`src/rtl/uart_host_sequencer.sv`:
```
// Host-side command sequencer for the UART wrapper: issue/hold/gap timing, clear > read/write arbitration.
// Optional per-direction accept counters are compiled in with UART_SEQ_STATS_EN.
module uart_host_sequencer #(
  parameter int GapCycles = 1,
  parameter int DataWidth = 8
) (
  input  logic                 clk,
  input  logic                 reset,
  input  logic [1:0]           rate_sel,
  input  logic                 host_tx_valid,
  input  logic [DataWidth-1:0] host_tx_data,
  output logic                 host_tx_ready,
  input  logic                 host_rd_req,
  output logic                 host_rd_ready,
  output logic                 host_rd_valid,
  output logic [DataWidth-1:0] host_rd_data,
  input  logic                 host_clear_req,
  output logic                 host_clear_done,
  output logic                 busy,
  output logic [3:0]           uart_control,
  output logic [DataWidth-1:0] uart_tx_data,
  input  logic [DataWidth-1:0] uart_rx_data
`ifdef UART_SEQ_STATS_EN
  ,
  output logic [15:0]          tx_count,
  output logic [15:0]          rx_count
`endif
);

  typedef enum logic [1:0] {
    S_READY = 2'd0,
    S_ISSUE = 2'd1,
    S_HOLD  = 2'd2,
    S_GAP   = 2'd3
  } state_t;

  localparam logic [1:0] CMD_IDLE = 2'b00;
  localparam logic [1:0] CMD_TX   = 2'b01;
  localparam logic [1:0] CMD_RX   = 2'b10;
  localparam logic [1:0] CMD_CLR  = 2'b11;
  localparam logic [3:0] GAP_LOAD = 4'(GapCycles - 1);

  state_t               r_state;
  state_t               w_state_next;
  logic [3:0]           r_gap_cnt;
  logic [3:0]           w_gap_cnt_next;
  logic [1:0]           r_cmd;
  logic [DataWidth-1:0] r_data;
  logic [1:0]           r_rate;
  logic                 r_last_wr;
  logic [DataWidth-1:0] r_rd_data;
  logic                 r_rd_valid;
  logic                 r_clear_done;

  logic w_in_ready;
  logic w_tx_grant;
  logic w_rd_grant;
  logic w_clr_acc;
  logic w_tx_acc;
  logic w_rd_acc;
  logic w_cmd_active;

  // Round-robin: a pending read wins contention when a write was served last, and vice versa.
  assign w_in_ready    = (r_state == S_READY) && !reset;
  assign w_tx_grant    = !host_clear_req && !(host_rd_req && r_last_wr);
  assign w_rd_grant    = !host_clear_req && !(host_tx_valid && !r_last_wr);
  assign host_tx_ready = w_in_ready && w_tx_grant;
  assign host_rd_ready = w_in_ready && w_rd_grant;
  assign w_clr_acc     = w_in_ready && host_clear_req;
  assign w_tx_acc      = host_tx_valid && host_tx_ready;
  assign w_rd_acc      = host_rd_req && host_rd_ready;

  assign w_cmd_active    = (r_state == S_ISSUE) || (r_state == S_HOLD);
  assign uart_control    = {(w_cmd_active ? r_cmd : CMD_IDLE), r_rate};
  assign uart_tx_data    = w_cmd_active ? r_data : '0;
  assign busy            = (r_state != S_READY);
  assign host_rd_data    = r_rd_data;
  assign host_rd_valid   = r_rd_valid;
  assign host_clear_done = r_clear_done;

  always_comb begin
    w_state_next   = r_state;
    w_gap_cnt_next = r_gap_cnt;
    case (r_state)
      S_READY: begin
        if (w_clr_acc || w_tx_acc || w_rd_acc) begin
          w_state_next = S_ISSUE;
        end
      end
      S_ISSUE: w_state_next = S_HOLD;
      S_HOLD: begin
        w_state_next   = S_GAP;
        w_gap_cnt_next = GAP_LOAD;
      end
      S_GAP: begin
        if (r_gap_cnt == 4'd0) begin
          w_state_next = S_READY;
        end else begin
          w_gap_cnt_next = r_gap_cnt - 4'd1;
        end
      end
      default: w_state_next = S_READY;
    endcase
  end

  always_ff @(posedge clk) begin
    if (reset) begin
      r_state      <= S_READY;
      r_gap_cnt    <= 4'd0;
      r_cmd        <= CMD_IDLE;
      r_data       <= '0;
      r_rate       <= 2'b00;
      r_last_wr    <= 1'b1;
      r_rd_data    <= '0;
      r_rd_valid   <= 1'b0;
      r_clear_done <= 1'b0;
    end else begin
      r_state      <= w_state_next;
      r_gap_cnt    <= w_gap_cnt_next;
      r_rate       <= rate_sel;
      r_rd_valid   <= (r_state == S_HOLD) && (r_cmd == CMD_RX);
      r_clear_done <= (r_state == S_HOLD) && (r_cmd == CMD_CLR);
      if ((r_state == S_HOLD) && (r_cmd == CMD_RX)) begin
        r_rd_data <= uart_rx_data;
      end
      if (w_clr_acc) begin
        r_cmd  <= CMD_CLR;
        r_data <= '0;
      end else if (w_rd_acc) begin
        r_cmd     <= CMD_RX;
        r_data    <= '0;
        r_last_wr <= 1'b0;
      end else if (w_tx_acc) begin
        r_cmd     <= CMD_TX;
        r_data    <= host_tx_data;
        r_last_wr <= 1'b1;
      end
    end
  end

`ifdef UART_SEQ_STATS_EN
  logic [15:0] r_tx_count;
  logic [15:0] r_rx_count;

  // A clear accept wipes both counters even if an increment would land the same cycle.
  always_ff @(posedge clk) begin
    if (reset || w_clr_acc) begin
      r_tx_count <= 16'd0;
      r_rx_count <= 16'd0;
    end else begin
      if (w_tx_acc) r_tx_count <= r_tx_count + 16'd1;
      if (w_rd_acc) r_rx_count <= r_rx_count + 16'd1;
    end
  end

  assign tx_count = r_tx_count;
  assign rx_count = r_rx_count;
`endif

endmodule

```
`config.mk`:
```
export PLATFORM = sky130hd
export DESIGN_NAME = uart_host_sequencer
export DESIGN_NICKNAME = d
export VERILOG_FILES = /design/src/rtl/uart_host_sequencer.sv
export SDC_FILE = /design/constraint.sdc
export NUM_CORES = 1
export LEC_CHECK = 0
export BUFFER_PORTS_ARGS = -buffer_cell sky130_fd_sc_hd__buf_2
export CAP_MARGIN = 20
export CORE_ASPECT_RATIO = 1.2
export CORE_MARGIN = 5
export CORE_UTILIZATION = 43
export CTS_CLUSTER_DIAMETER = 40
export DETAILED_ROUTE_END_ITERATION = 12
export GPL_ROUTABILITY_DRIVEN = 0
export PLACE_DENSITY_LB_ADDON = 0.25
export SLEW_MARGIN = 20
export SYNTH_ARGS = -nofsm -noshare
export SYNTH_HDL_FRONTEND = slang
export SYNTH_SLANG_ARGS = --single-unit
```
`constraint.sdc`:
```
create_clock -name clk -period 1.35 [get_ports clk]
set_input_delay 0.0675 -clock clk [delete_from_list [all_inputs] [get_ports clk]]
set_output_delay 0.0675 -clock clk [all_outputs]
set_load 0.1 [all_outputs]
```
==> metrics.md, run 1 <==
| Metric | Value |
|---|---|
| Leak pwr | `1.12 nW` |
| Sw Pwr | `1.51 mW` |
| Period utilization | `1.21` |
| Worst path arrival time | `1.57 ns` |
| Via Count | `1352` |
| DRC viols | `0` |
| Final min period | `1.64 ns` |
| Final Max Slew Viols | `0` |
| Total GRT Usage | `0.207` |
| Status | `finished with violations` |
| Core Box Area | `2810 um2` |
| Clk buf depth | `2` |
| Max Cap Viol | `0` |
| Root Buffer | `clkbuf_4` |
| Die Area | `4140 um2` |
| Area leader, netlist | `dfxtp_1` |
| Vias per cell | `5.04` |
| DP HPWL | `2.34 mm` |
| Final #Nets | `262` |
| Initial Util | `0.452` |
| Sw frac | `0.397` |
| Failing checks | `negative setup slack` |
| Ant. Diodes | `0` |
| Avg Inst Size Synth | `9.01 um2` |
| Final setup margin | `-0.289 ns` |
| Share of the synthesized area in the top cell type | `0.457` |
| Reg power frac | `0.262` |
| Vias in the first global route | `1404` |
| Critical Path Sink Type | `output pin` |
| WL met2 | `2.51 mm` |
| Initial DRC count | `39` |
| TritonCTS Buffers | `5` |
| Synth Warn # | `0` |
| Post-Syn Instances | `141` |
| Slew HR | `0.667` |
| Top post-synthesis cells by area | `dfxtp_1, mux2i_1, nand2_1` |
| Final wirelength | `4.60 mm` |
| Ports | `48` |
| Routed WL per cell | `17.2 um` |
| Setup tns final | `-5.22 ns` |
| P_int | `2.30 mW` |
| Worst clock skew | `0.0168 ns` |
| Die Height | `69.5 um` |
| First-pass GRT wire length | `6.58 mm` |
| Mapped Area | `1270 um2` |
| Buffers added on ports | `47` |
| Site row count | `21` |
| Place WS | `-0.153 ns` |
| Most common library cell in the layout ignoring fill and taps | `buf_2` |
| Max VDD drop | `1.45 mV` |
| Top Metal Used | `met4` |
| Max Fclk | `610 MHz` |
| Least-Margin Pin Slew | `0.503 ns` |
| Clock power frac | `0.200` |
| Grt ovf | `0` |
| CP Class | `reg -> out` |
| Drt first pass iters | `4` |
| Reg2Reg Depth | `6` |
| Req. time, crit path | `1.28 ns` |
| Area Growth Syn to Fin | `92.2%` |
| Layout cells sized above 1 | `0.603` |
| Startpoint types | `flip-flop` |
| CTS tree | `yes` |
| Initial antenna violation count | `0` |
| # setup viols final | `36` |
| Post-synthesis cell type count | `29` |
| CP Max Fanout | `3` |
| Worst hold path depth | `3` |
| Hold Fails Final Rpt | `0` |
| Wire length on met3 | `263 um` |
| RSZ-0062 raised after global routing | `true` |
| Final ANT Viol Nets | `0` |
| Post-synthesis sequential area ratio | `0.457` |
| H-tree depth | `2` |
| Worst-path clk slew | `0.11 ns` |
| #FFs+latches synth | `29` |
| M1 WL | `1.72 mm` |
| Post-synth net total | `170` |
| Hold WC Path Type | `in -> reg` |
| Die X | `59.6 um` |
| Later-pin clock latency in the skew report | `0.34 ns` |
| Largest net degree at the start of global routing | `22` |
| Most frequent cells in the layout | `buf_2, dfxtp_1, dlygate4sd3_1, buf_12, buf_4` |
| Power share of the combinational group | `0.537` |
| Total clock sinks | `29` |
| Final core utilization | `0.868` |
| Cell area power density | `1560 nW/um2` |
==> area by class of cell <==
cell class	instances	area, um2
Multi-Input combinational cell	103	865
Timing Repair Buffer	89	842
Sequential cell	29	586
Fill cell	131	370
Clock buffer	7	55.1
Tap cell	34	42.5
Clock inverter	1	30.0
Inverter	5	21.3
==> power by group through the flow <==
stage / registers, mW / clock network [mW] / logic [mW]
global route: 1.00 / 0.816 / 2.14
finish: 0.999 / 0.762 / 2.05
detailed placement: 0.989 / 0 / 1.43
CTS: 0.986 / 0.759 / 1.73
global placement: 0.986 / 0 / 1.40
floorplan: 1.14 / 0 / 0.781
==> timing repair <==
action	CTS	global route
cloned	1	0
endpoints found under the setup margin	36	38
endpoints found under the hold margin	18	0
resized for setup	27	38
setup buffers	8	4
pin swaps	6	18
hold buffers	18	0
==> logic make-up after synthesis <==
group                    share of synthesized area
XOR/XNOR                                    0.0138
multiplexers                                0.0877
flip-flops                                   0.457
buffers and inverters                       0.0384
AND/OR/NAND/NOR                              0.258
AO/OA/AOI/OAI                               0.0857
adder cells (fa/ha/maj)                     0.0591
==> worst max-delay path, cell delays in order (launching register included) <==
cell and delay [ns]:
dfxtp_2 0.34, inv_2 0.08, ha_4 0.14, nor3b_4 0.23
buf_6 0.14, and2_4 0.15, buf_12 0.17
==> registers in the layout, summed over array words and instances, names as in the netlist <==
signal	flops
host_rd_data	8
r_data	8
r_gap_cnt	4
r_cmd	2
r_rate	2
r_state	2
host_clear_done	1
host_rd_valid	1
r_last_wr	1
==> metrics by stage <==
step	power (mW)	cell area, um2	instances	hold slack, ns
after detailed placement	2.42	1880	230	0.286
after global placement	2.38	1880	230	0.276
after CTS	3.47	2280	265	0.0566
final	3.81	2440	268	0.0812
after global routing	3.96	2440	268	0.0886
after floorplan	1.92	1330	141	0.196
==> metal layers <==
metal | GRT usage | vias to the layer above
li1 | - | 648
met1 | 0.213 | 651
met2 | 0.377 | 44
met3 | 0.0633 | 9
met4 | 0.0764 | 0
met5 | 0 | -
==> cells in the mapped netlist (all sizes together) <==
cell    count
and3        1
nand2      21
nor2       17
inv         5
dfxtp      29
a211oi      2
a21oi      11
buf         2
nand3       3
or2         1
a21o        2
nor4b       1
nor2b       3
or3b        1
xor2        2
ha          6
nand2b      3
and2       12
o21bai      1
clkbuf      3
mux2        1
nor3        1
mux2i      10
nor3b       2
a22oi       1
==> final timing paths <==
path	startpoint	slack, ns	end
worst max register to register	r_gap_cnt[0]	-0.25	r_state[1]
worst min-delay path	host_tx_valid	0.08	r_last_wr
worst max-delay path	r_state[0]	-0.29	host_tx_ready
worst min register to register	host_rd_data[5]	0.47	host_rd_data[5]
No activity file was read; power rests on OpenSTA's default activity.
==> run 2, diff against run 1 <==
--- a/config.mk
+++ b/config.mk
@@ -8,7 +8,6 @@
 export BUFFER_PORTS_ARGS = -buffer_cell sky130_fd_sc_hd__buf_2
 export CAP_MARGIN = 20
 export CORE_ASPECT_RATIO = 1.2
-export CORE_MARGIN = 5
 export CORE_UTILIZATION = 43
 export CTS_CLUSTER_DIAMETER = 40
 export DETAILED_ROUTE_END_ITERATION = 12
==> run 2 against run 1 <==
Compared with the run above:
- the flow still finishes with violations (negative setup slack)
- global-route usage is 8.8 points higher
- worst hold slack improved by 0.039 ns
- sequential share of layout area about the same
- clock power fell by 29%
- largest power group unchanged
==> metrics.md, run 2 (same netlist as run 1, synthesis figures left out) <==
| Metric | Value |
|---|---|
| Ant. Diodes | `0` |
| Reg power frac | `0.280` |
| Cell area power density | `1470 nW/um2` |
| Crit path buf inv count | `3` |
| Final #Nets | `264` |
| Max Cap Viol | `0` |
| Finished layout cell area | `2440 um2` |
| Status | `finished with violations` |
| Startpoint types | `flip-flop` |
| Req. time, crit path | `1.28 ns` |
| Global routing's busiest layer | `met2` |
| Via Count | `1394` |
| Worst clock skew | `0.0137 ns` |
| Leak pwr | `1.13 nW` |
| Final min period | `1.63 ns` |
| Buffers added on ports | `47` |
| Worst path top cell family by delay | `buffers and inverters` |
| Slew HR | `0.674` |
| Worst-path clk slew | `0.10 ns` |
| Sw frac | `0.437` |
| Worst path arrival time | `1.57 ns` |
| RSZ-0062 raised after global routing | `true` |
| Grt ovf | `0` |
| Sw Pwr | `1.56 mW` |
| Met2 Use GR | `0.571` |
| H-tree depth | `2` |
| Later-pin clock latency in the skew report | `0.35 ns` |
| Die X | `51.6 um` |
| Total GRT Usage | `0.295` |
| Final wirelength | `4.72 mm` |
| Vias in the first global route | `1387` |
| Initial antenna violation count | `0` |
| Root Buffer | `clkbuf_4` |
| Drt first pass iters | `4` |
| Setup tns final | `-5.23 ns` |
| CP Max Fanout | `3` |
| Final ANT Viol Nets | `0` |
| Total clock sinks | `29` |
| # setup viols final | `39` |
| Critical Path Sink Type | `output pin` |
| DRC viols | `0` |
| Ports | `48` |
| Layout cells sized above 1 | `0.593` |
| Period utilization | `1.21` |
| Vias per cell | `5.16` |
| Final setup margin | `-0.284 ns` |
| Least-Margin Pin Slew | `0.493 ns` |
| Met3 GRT Util | `0.0988` |
| Max VDD drop | `1.49 mV` |
| Largest net degree at the start of global routing | `22` |
| Clk buf depth | `2` |
| P_int | `2.02 mW` |
| Power share of the combinational group | `0.569` |
| CP Class | `reg -> out` |
| Initial Util | `0.452` |
| Final core utilization | `0.868` |
| CP cell instances | `inv_2, ha_4, nor3b_4, buf_6, and2_4, buf_12` |
| Most common library cell in the layout ignoring fill and taps | `buf_2` |
| Critical Path Max Stage Delay | `0.34 ns` |
| Initial DRC count | `24` |
| Final Max Slew Viols | `0` |
| Final Non-Filler Cells | `270` |
| Failing checks | `negative setup slack` |
| Max Fclk | `612 MHz` |
| GR Layer Usage met1 | `0.291` |
| First-pass GRT wire length | `6.60 mm` |
| Site row count | `21` |
| Area Growth Syn to Fin | `92.1%` |
| DP HPWL | `2.30 mm` |
| Die Height | `61.5 um` |
| Post-placement cell count | `227` |
| Die Area | `3180 um2` |
| Hold Fails Final Rpt | `0` |
| Clock power frac | `0.151` |
| CP max stage cell | `dfxtp_2` |
| TritonCTS Buffers | `5` |
| Core Box Area | `2810 um2` |
| Most frequent cells in the layout | `buf_2, dfxtp_1, buf_4, dlygate4sd3_1, nor2_1` |
| Routed WL per cell | `17.5 um` |
| Placement Cell Area | `1850 um2` |
| CTS tree | `yes` |
| Hold WC Path Type | `in -> reg` |
-- run 2: cell type report --
cell class / count / area, um2
multi-input combinational: 103 / 870
timing repair buffer: 91 / 866
sequential: 29 / 586
fill: 131 / 372
tap: 34 / 42.5
clock buffer: 5 / 37.5
inverter: 5 / 21.3
clock inverter: 3 / 17.5
-- run 2: path summary, 6_finish.rpt --
path	from	to	slack, ns	depth (start not counted)
worst max-delay path	r_state[1]	host_tx_ready	-0.28	6
worst min-delay path	host_rd_req	r_cmd[0]	0.12	3
worst max register to register	r_gap_cnt[1]	r_state[1]	-0.27	6
worst min register to register	host_rd_data[5]	host_rd_data[5]	0.46	2
-- run 2: power by group through the flow --
stage | clock (mW) | combinational, mW | sequential (mW)
2_1_floorplan | 0 | 0.781 | 1.14
3_3_place_gp | 0 | 1.37 | 0.985
3_5_place_dp | 0 | 1.42 | 0.989
4_1_cts | 0.540 | 1.72 | 0.985
5_1_grt | 0.592 | 2.11 | 1.01
6_report | 0.540 | 2.04 | 1.00
-- run 2: repair_timing --
action | 4_1_cts | 5_1_grt
cloned | 2 | 0
resized for setup | 31 | 29
pin swaps | 10 | 13
hold endpoints to repair | 18 | 0
buffers inserted | 12 | 4
setup endpoints to repair | 36 | 37
hold buffers | 18 | 0
-- run 2: metrics by stage --
step,setup WS (ns),hold WS (ns),power [mW]
6_report,-0.284,0.120,3.58
5_1_grt,-0.373,0.0949,3.71
4_1_cts,-0.235,0.0976,3.24
3_5_place_dp,-0.167,0.288,2.41
3_3_place_gp,-0.0657,0.275,2.36
2_1_floorplan,-0.101,0.196,1.92
-- run 2: per-layer routing --
layer	wire, um	share of wire
met2	2730	0.58
met1	1760	0.37
met3	151	0.032
met5	0	0
met4	74	0.016
-- run 2: worst register-to-register path, delay by kind of cell, from the launching register on --
family / cells / cell delay, ns
AND/OR/NAND/NOR: 2 / 0.49
flip-flops: 1 / 0.34
AO/OA/AOI/OAI: 1 / 0.21
buffers and inverters: 1 / 0.07
multiplexers: 1 / 0.29
adder cells (fa/ha/maj): 1 / 0.12
==> run 3, diff against run 2 <==
--- a/config.mk
+++ b/config.mk
@@ -13,6 +13,8 @@
 export DETAILED_ROUTE_END_ITERATION = 12
 export GPL_ROUTABILITY_DRIVEN = 0
 export PLACE_DENSITY_LB_ADDON = 0.25
+export REMOVE_ABC_BUFFERS = 1
+export SKIP_CTS_REPAIR_TIMING = 1
 export SLEW_MARGIN = 20
 export SYNTH_ARGS = -nofsm -noshare
 export SYNTH_HDL_FRONTEND = slang
==> run 3 against run 2 <==
Compared with the run above:
- the run ends with negative hold slack, negative setup slack left
- clock-buffer cell count unchanged
- final cell count decreased by 4.1%
- sequential power is essentially flat
- worst setup slack better by 0.014 ns
- non-clock buffer count down 11
- utilization is 6.7 points lower
- largest power group unchanged
- highest routed layer unchanged
==> metrics.md, run 3 (same netlist as run 1, synthesis figures left out) <==
| Metric | Value |
|---|---|
| Status | `finished with violations` |
| Failing checks | `negative hold slack, negative setup slack` |
| Slew HR | `0.677` |
| Root Buffer | `clkbuf_4` |
| Layout cells sized above 1 | `0.484` |
| DP HPWL | `2.18 mm` |
| Req. time, crit path | `1.28 ns` |
| Max Cap Viol | `0` |
| Worst R2R End | `r_gap_cnt[0]` |
| # setup viols final | `27` |
| Final Max Slew Viols | `0` |
| Vias in the first global route | `1094` |
| Total clock sinks | `29` |
| Core Box Area | `2810 um2` |
| H-tree depth | `2` |
| Leak pwr | `1.07 nW` |
| Hold Fails Final Rpt | `3` |
| Worst path arrival time | `1.55 ns` |
| Vias per cell | `4.94` |
| RSZ-0062 raised after global routing | `true` |
| Finished layout cell area | `2250 um2` |
| Die Area | `3180 um2` |
| Worst hold path depth | `3` |
| Ant. Diodes | `0` |
| CP Class | `reg -> out` |
| CTS tree | `yes` |
| CP Max Fanout | `4` |
| Startpoint types | `flip-flop` |
| Cell area power density | `1620 nW/um2` |
| Clk buf depth | `2` |
| Die Height | `61.5 um` |
| Final #Nets | `253` |
| Hold WC Path Type | `in -> reg` |
| R2R setup slack | `-0.14 ns` |
| Grt ovf | `0` |
| Initial DRC count | `16` |
| Max Fclk | `617 MHz` |
| Reg2Reg Depth | `6` |
| Max VDD drop | `1.85 mV` |
| Drt first pass iters | `3` |
| Later-pin clock latency in the skew report | `0.34 ns` |
| Total GRT Usage | `0.198` |
| Most common library cell in the layout ignoring fill and taps | `buf_2` |
| Buffers added on ports | `47` |
| Final wirelength | `3.53 mm` |
| Worst clock skew | `0.00756 ns` |
| Initial antenna violation count | `0` |
| DRC viols | `0` |
| CP startpoint | `r_state[1]` |
| Setup tns final | `-3.33 ns` |
| First-pass GRT wire length | `4.49 mm` |
| Least-Margin Pin Slew | `0.488 ns` |
| Initial Util | `0.452` |
| Most frequent cells in the layout | `buf_2, dfxtp_1, nand2_1` |
| Die X | `51.6 um` |
| Final setup margin | `-0.271 ns` |
| Reg2reg start | `r_gap_cnt[1]` |
| Area Growth Syn to Fin | `77.2%` |
| TritonCTS Buffers | `5` |
| Largest net degree at the start of global routing | `22` |
| Worst-path clk slew | `0.10 ns` |
| Period utilization | `1.20` |
| Ports | `48` |
| Placement Cell Area | `1820 um2` |
| Final Non-Filler Cells | `259` |
| Final ANT Viol Nets | `0` |
| Final min period | `1.62 ns` |
| Worst hold slack | `-0.0382 ns` |
| Critical Path Sink Type | `output pin` |
| Worst Hold Endpoint | `r_data[2]` |
| Post-placement cell count | `231` |
| Site row count | `21` |
| Routed WL per cell | `13.6 um` |
| Via Count | `1280` |
| Hold Path Origin | `host_tx_data[2]` |
## run 3: cell types whose count changed in the layout (fill, tap and decap cells not counted), sizes merged
cell,change
buf,-8
dlygate4sd3,-3
bufinv,+2
clkinv,-1
clkinvlp,-1
## run 3: area by class of cell
| class | instances | area, um2 |
|---|---|---|
| multi-input combinational | 103 | 772 |
| timing repair buffer | 80 | 727 |
| sequential | 29 | 586 |
| fill | 170 | 561 |
| clock inverter | 3 | 65.1 |
| tap | 34 | 42.5 |
| clock buffer | 5 | 37.5 |
| inverter | 5 | 21.3 |
## run 3: how the worst max path moves through the flow
| stage | endpoint | slack, ns | depth (start not counted) |
|---|---|---|---|
| 2_1_floorplan | host_rd_ready | -0.36 | 4 |
| 3_3_place_gp | r_state[1] | -0.12 | 6 |
| 3_5_place_dp | host_rd_data[0] | -0.20 | 7 |
| 4_1_cts | uart_control[3] | -0.41 | 4 |
| 5_1_grt | host_rd_ready | -0.32 | 6 |
| 6_report | host_rd_ready | -0.27 | 6 |
## run 3: metal layers
| layer | vias to the layer above | track usage | wire [um] |
|---|---|---|---|
| met2 | 41 | 0.358 | 1950 |
| met5 | - | 0 | 0 |
| met3 | 9 | 0.0889 | 197 |
| met4 | 0 | 0.0849 | 74 |
| li1 | 629 | - | - |
| met1 | 601 | 0.195 | 1320 |
## run 3: report_power, final
part	internal, mW	switching, mW
clock	0.573	0.322
combinational	0.742	1.01
sequential	0.930	0.0622
total	2.25	1.40
## run 3: stage by stage
| stage | util | worst slack [ns] | total power [mW] |
|---|---|---|---|
| detailed placement | 0.647 | -0.201 | 2.35 |
| global route | 0.801 | -0.318 | 3.77 |
| floorplan | - | -0.361 | 1.82 |
| CTS | 0.683 | -0.411 | 3.24 |
| finish | 0.801 | -0.271 | 3.64 |
| global placement | 0.647 | -0.117 | 2.31 |
## run 3: critical path, stage by stage, from the launching register on
cell     delay, ns
dfxtp_2       0.34
inv_2         0.08
ha_4          0.15
nor3b_4       0.20
buf_6         0.13
and2_4        0.14
buf_12        0.16
